<file path="config.mk">
export PLATFORM = sky130hd
export DESIGN_NAME = axis_pixel_packer
export DESIGN_NICKNAME = d
export VERILOG_FILES = /design/src/rtl/axis_pixel_packer.sv
export SDC_FILE = /design/constraint.sdc
export NUM_CORES = 1
export LEC_CHECK = 0
export BUFFER_PORTS_ARGS = -buffer_cell sky130_fd_sc_hd__buf_4
export CORE_ASPECT_RATIO = 1.1
export CORE_MARGIN = 4
export CORE_UTILIZATION = 50
export CTS_BUF_LIST = sky130_fd_sc_hd__clkbuf_4 sky130_fd_sc_hd__clkbuf_8
export DETAILED_ROUTE_END_ITERATION = 7
export PLACE_DENSITY = 0.71
export SYNTH_ARGS = -nofsm -noshare
export SYNTH_HDL_FRONTEND = slang
export SYNTH_SLANG_ARGS = --single-unit
</file>
<file path="constraint.sdc">
create_clock -name clk -period 3.1 [get_ports clk]
set_clock_uncertainty 0.1 [all_clocks]
set_input_delay 0.465 -clock clk [delete_from_list [all_inputs] [get_ports clk]]
set_output_delay 0.465 -clock clk [all_outputs]
set_load 0.02 [all_outputs]
</file>
<file path="src/rtl/axis_pixel_packer.sv">
// Packs four 8-bit pixels into one 32-bit AXI4-Stream word, flags the last word of each frame.
// Optional start-of-frame sideband (m_axis_tuser) is built when PACKER_SOF_EN is defined.
module axis_pixel_packer #(
   parameter int unsigned IMG_WIDTH  = 512,
   parameter int unsigned IMG_HEIGHT = 512
) (
   input  logic        clk,
   input  logic        rst,
   input  logic        i_data_valid,
   input  logic [7:0]  i_data,
   output logic        o_data_ready,
   output logic [31:0] m_axis_tdata,
   output logic        m_axis_tvalid,
   input  logic        m_axis_tready,
   output logic        m_axis_tlast,
`ifdef PACKER_SOF_EN
   output logic        m_axis_tuser,
`endif
   output logic        o_frame_done
);

   localparam int unsigned WORDS = IMG_WIDTH * IMG_HEIGHT / 4;
   localparam int unsigned WC_W  = (WORDS > 1) ? $clog2(WORDS) : 1;
   localparam logic [WC_W-1:0] LAST_WORD = WC_W'(WORDS - 1);

   logic [1:0]      lane_q, lane_d;
   logic [23:0]     acc_q, acc_d;
   logic [WC_W-1:0] word_cnt_q, word_cnt_d;
   logic [31:0]     tdata_q, tdata_d;
   logic            tvalid_q, tvalid_d;
   logic            tlast_q, tlast_d;
   logic            frame_done_q, frame_done_d;
   logic            in_fire, out_fire, load;
`ifdef PACKER_SOF_EN
   logic            tuser_q, tuser_d;
`endif

   always_comb begin
      o_data_ready = (lane_q != 2'd3) || !tvalid_q || m_axis_tready;
      in_fire      = i_data_valid && o_data_ready;
      out_fire     = tvalid_q && m_axis_tready;
      load         = in_fire && (lane_q == 2'd3);

      lane_d       = lane_q;
      acc_d        = acc_q;
      word_cnt_d   = word_cnt_q;
      tdata_d      = tdata_q;
      tvalid_d     = tvalid_q;
      tlast_d      = tlast_q;
      frame_done_d = out_fire && tlast_q;
`ifdef PACKER_SOF_EN
      tuser_d      = tuser_q;
`endif

      if (in_fire) begin
         lane_d = lane_q + 2'd1;
         case (lane_q)
            2'd0:    acc_d[7:0]   = i_data;
            2'd1:    acc_d[15:8]  = i_data;
            2'd2:    acc_d[23:16] = i_data;
            default: acc_d        = acc_q;
         endcase
      end

      if (out_fire) begin
         tvalid_d = 1'b0;
         tlast_d  = 1'b0;
`ifdef PACKER_SOF_EN
         tuser_d  = 1'b0;
`endif
      end

      // A load overrides the clear above, so a drain and refill in one cycle leaves no bubble.
      if (load) begin
         tdata_d    = {i_data, acc_q};
         tvalid_d   = 1'b1;
         tlast_d    = (word_cnt_q == LAST_WORD);
         word_cnt_d = (word_cnt_q == LAST_WORD) ? '0 : word_cnt_q + 1'b1;
`ifdef PACKER_SOF_EN
         tuser_d    = (word_cnt_q == '0);
`endif
      end
   end

   always_ff @(posedge clk or posedge rst) begin
      if (rst) begin
         lane_q       <= '0;
         acc_q        <= '0;
         word_cnt_q   <= '0;
         tdata_q      <= '0;
         tvalid_q     <= 1'b0;
         tlast_q      <= 1'b0;
         frame_done_q <= 1'b0;
`ifdef PACKER_SOF_EN
         tuser_q      <= 1'b0;
`endif
      end else begin
         lane_q       <= lane_d;
         acc_q        <= acc_d;
         word_cnt_q   <= word_cnt_d;
         tdata_q      <= tdata_d;
         tvalid_q     <= tvalid_d;
         tlast_q      <= tlast_d;
         frame_done_q <= frame_done_d;
`ifdef PACKER_SOF_EN
         tuser_q      <= tuser_d;
`endif
      end
   end

   assign m_axis_tdata  = tdata_q;
   assign m_axis_tvalid = tvalid_q;
   assign m_axis_tlast  = tlast_q;
   assign o_frame_done  = frame_done_q;
`ifdef PACKER_SOF_EN
   assign m_axis_tuser  = tuser_q;
`endif

endmodule

</file>
==> flow_summary.yaml <==
status:
  status: "finished, final reports clean"
yosys:
  syn_inst: 286
  synth_nets: 303
  ys_types: 37
  synth-warning-count: 0
  yosysSeqAreaShare: 0.607
  syn_avg_cell_area_um2: 11.1
  async_flop_share: 1.00
  synth_edf_count: 0
  synth_seq_cells: 77
  synthesis.area_um2: 3170
  synth-main-ff-cell: "dfrtp_1"
floorplan:
  start_util: 0.515
  die_y_um: 91.6
  core_region_area_um2: 6160
  rows: 30
  io_pins: 48
  die_w_um: 84.0
  design.die.area_um2: 7690
critical_path:
  r2r-end: "word_cnt_q[9]"
  cp-end-kind: "register"
  startpoint: "lane_q[1]"
  critPathRequiredTime_ns: 3.20
  crit_path_end: "word_cnt_q[9]"
  r2r-start: "lane_q[1]"
  r2r_slack_ns: 1.15
  reg2reg_depth: 5
  worstSetupStartpointType: "register"
  arrival_ns: 2.05
  crit_type: "register to register"
  cp_max_fo: 9
power_and_ir_drop:
  totalPowerFinal_mw: 3.77
  ir_drop_mv: 0.521
  p_clk_frac: 0.246
  p_per_area_nw_per_um2: 973
  p_comb_frac: 0.327
  pwr-share-seq: 0.428
  intPower_mw: 2.52
  p_leak_nw: 1.96
  power.switching_mw: 1.25
  p_sw_frac: 0.331
global_route:
  grt_max_degree: 37
  grt_pass1_vias: 2283
  antenna_found_initial: 0
  grt_pass1_wl_um: 11000
  track_usage: 0.181
  grt.overflow.total: 0
sta:
  period_needed_ns: 1.95
  fin_crit_sh: 0.628
  setup-violations-final: 0
  slew_headroom: 0.602
  tightest_slew_ns: 0.591
  rsz0062_at_grt: "false"
  final-hold-violation-count: 0
  tns_ns: 0
  max_freq_mhz: 514
  finalMaxSlewViolations: 0
cts:
  clock_path_buffers: 2
  post_cts_buffers: 0
  cts_sinks: 77
  hold_buffers: 0
  cts_buffers: 9
  htree_levels: 3
  cts_root_buffer: "clkbuf_8"
  tritoncts: "yes"
  cts_resized: 0
  path_clk_slew_ns: 0.07
  insertion_delay_ns: 0.34
layout:
  nFillCells: 514
  fin_nets: 356
  layout_commonest_cell: "nand2_1"
  insertedDiodeCount: 0
  drive_above_1_share: 0.302
  area_growth_pct: 22.1
  layout_common_cells: "nand2_1 (104), dfrtp_1 (77), buf_4 (50)"
run:
  max_cap_viol_count: 0
drt:
  wl_um: 6360
  firstDrtPassIters: 4
  drc_errors: 0
  drt-vias-per-instance: 5.18
  postRouteAntennaNets: 0
  vias: 2198
  first_iter_violations: 117
  wl_per_cell_um: 15.0
placement:
  place_congestion: 0.759
  port-buffer-count: 47
  hpwl_um: 4210
min_path:
  hold_path_class: "input port to async pin"
-- state kept, by name, indices dropped and copies added (netlist names) --
name / cells
m_axis_tdata: 32
acc_q: 24
word_cnt_q: 16
lane_q: 2
m_axis_tlast: 1
m_axis_tvalid: 1
o_frame_done: 1
-- through the flow --
stage               instances  utilization  setup slack, ns  hold WS [ns]  instance area, um^2
floorplan                 286            -            0.568         0.333                 3170
global placement          408        0.589             1.20         0.344                 3630
detailed placement        408        0.589             1.16         0.347                 3630
CTS                       424        0.629             1.16        0.0291                 3870
global route              424        0.629            0.987        0.0481                 3870
finish                    424        0.629             1.15        0.0322                 3870
-- layout make-up --
cell class,instances,area [um^2],share of cell area
tap,80,100,0.0258
inverter,3,11.3,0.00291
clock buffer,12,153,0.0394
sequential,77,1930,0.497
clock inverter,4,95.1,0.0245
multi-input combinational,197,1190,0.308
timing repair buffer,51,395,0.102
-- critical path, stage by stage (launching register included) --
cell and delay (ns):
dfrtp_1 0.38, ha_1 0.23, nand2_2 0.16, or3_1 0.48, nor3_4 0.35, a21oi_1 0.11
-- per-layer routing --
metal	up-vias	global-route usage	part of all wire
met5	-	0	0
met4	0	0.0764	0.017
met3	8	0.0481	0.049
met2	46	0.292	0.50
met1	1103	0.232	0.44
li1	1041	-	-
-- worst min path at each step --
| stage | start | end | slack (ns) | cells past startpoint |
|---|---|---|---|---|
| floorplan | acc_q[0] | m_axis_tdata[0] | 0.33 | 2 |
| global placement | acc_q[6] | m_axis_tdata[6] | 0.34 | 2 |
| detailed placement | acc_q[6] | m_axis_tdata[6] | 0.35 | 2 |
| CTS | rst | m_axis_tdata[1] | 0.03 | 2 |
| global route | rst | m_axis_tdata[25] | 0.05 | 2 |
| finish | rst | m_axis_tdata[0] | 0.03 | 2 |
-- logic make-up after synthesis --
group / Yosys count / share of synthesized area
simple gates: 145 / 0.213
flops: 77 / 0.607
mux: 24 / 0.0852
compound gates: 12 / 0.0268
buf+inv: 12 / 0.0173
xor+xnor: 11 / 0.0304
fa+ha+maj: 5 / 0.0197
-- power groups by stage --
stage	combinational, mW	clock, mW	sequential (mW)
floorplan	0.573	0	1.82
global placement	1.22	0	1.62
detailed placement	1.25	0	1.63
CTS	1.25	0.950	1.62
global route	1.37	0.998	1.66
finish	1.23	0.926	1.61
-- synth_stat cells (all sizes together) (2+ instances only) --
master,count,area [um^2]
nand3,6,30.0
nor3,2,21.3
buf,4,25.0
mux2,24,270
nand2b,2,12.5
nor4,4,40.0
o21ai,2,10.0
ha,5,62.6
or3b,2,17.5
inv,3,11.3
clkbuf,5,18.8
nand2,108,415
nand4,4,40.0
xnor2,8,70.1
nor2,8,30.0
a21oi,4,20.0
dfrtp,77,1930
o41ai,2,17.5
and3,2,12.5
xor2,3,26.3
Note: power is estimated with default switching activity, not from simulation.
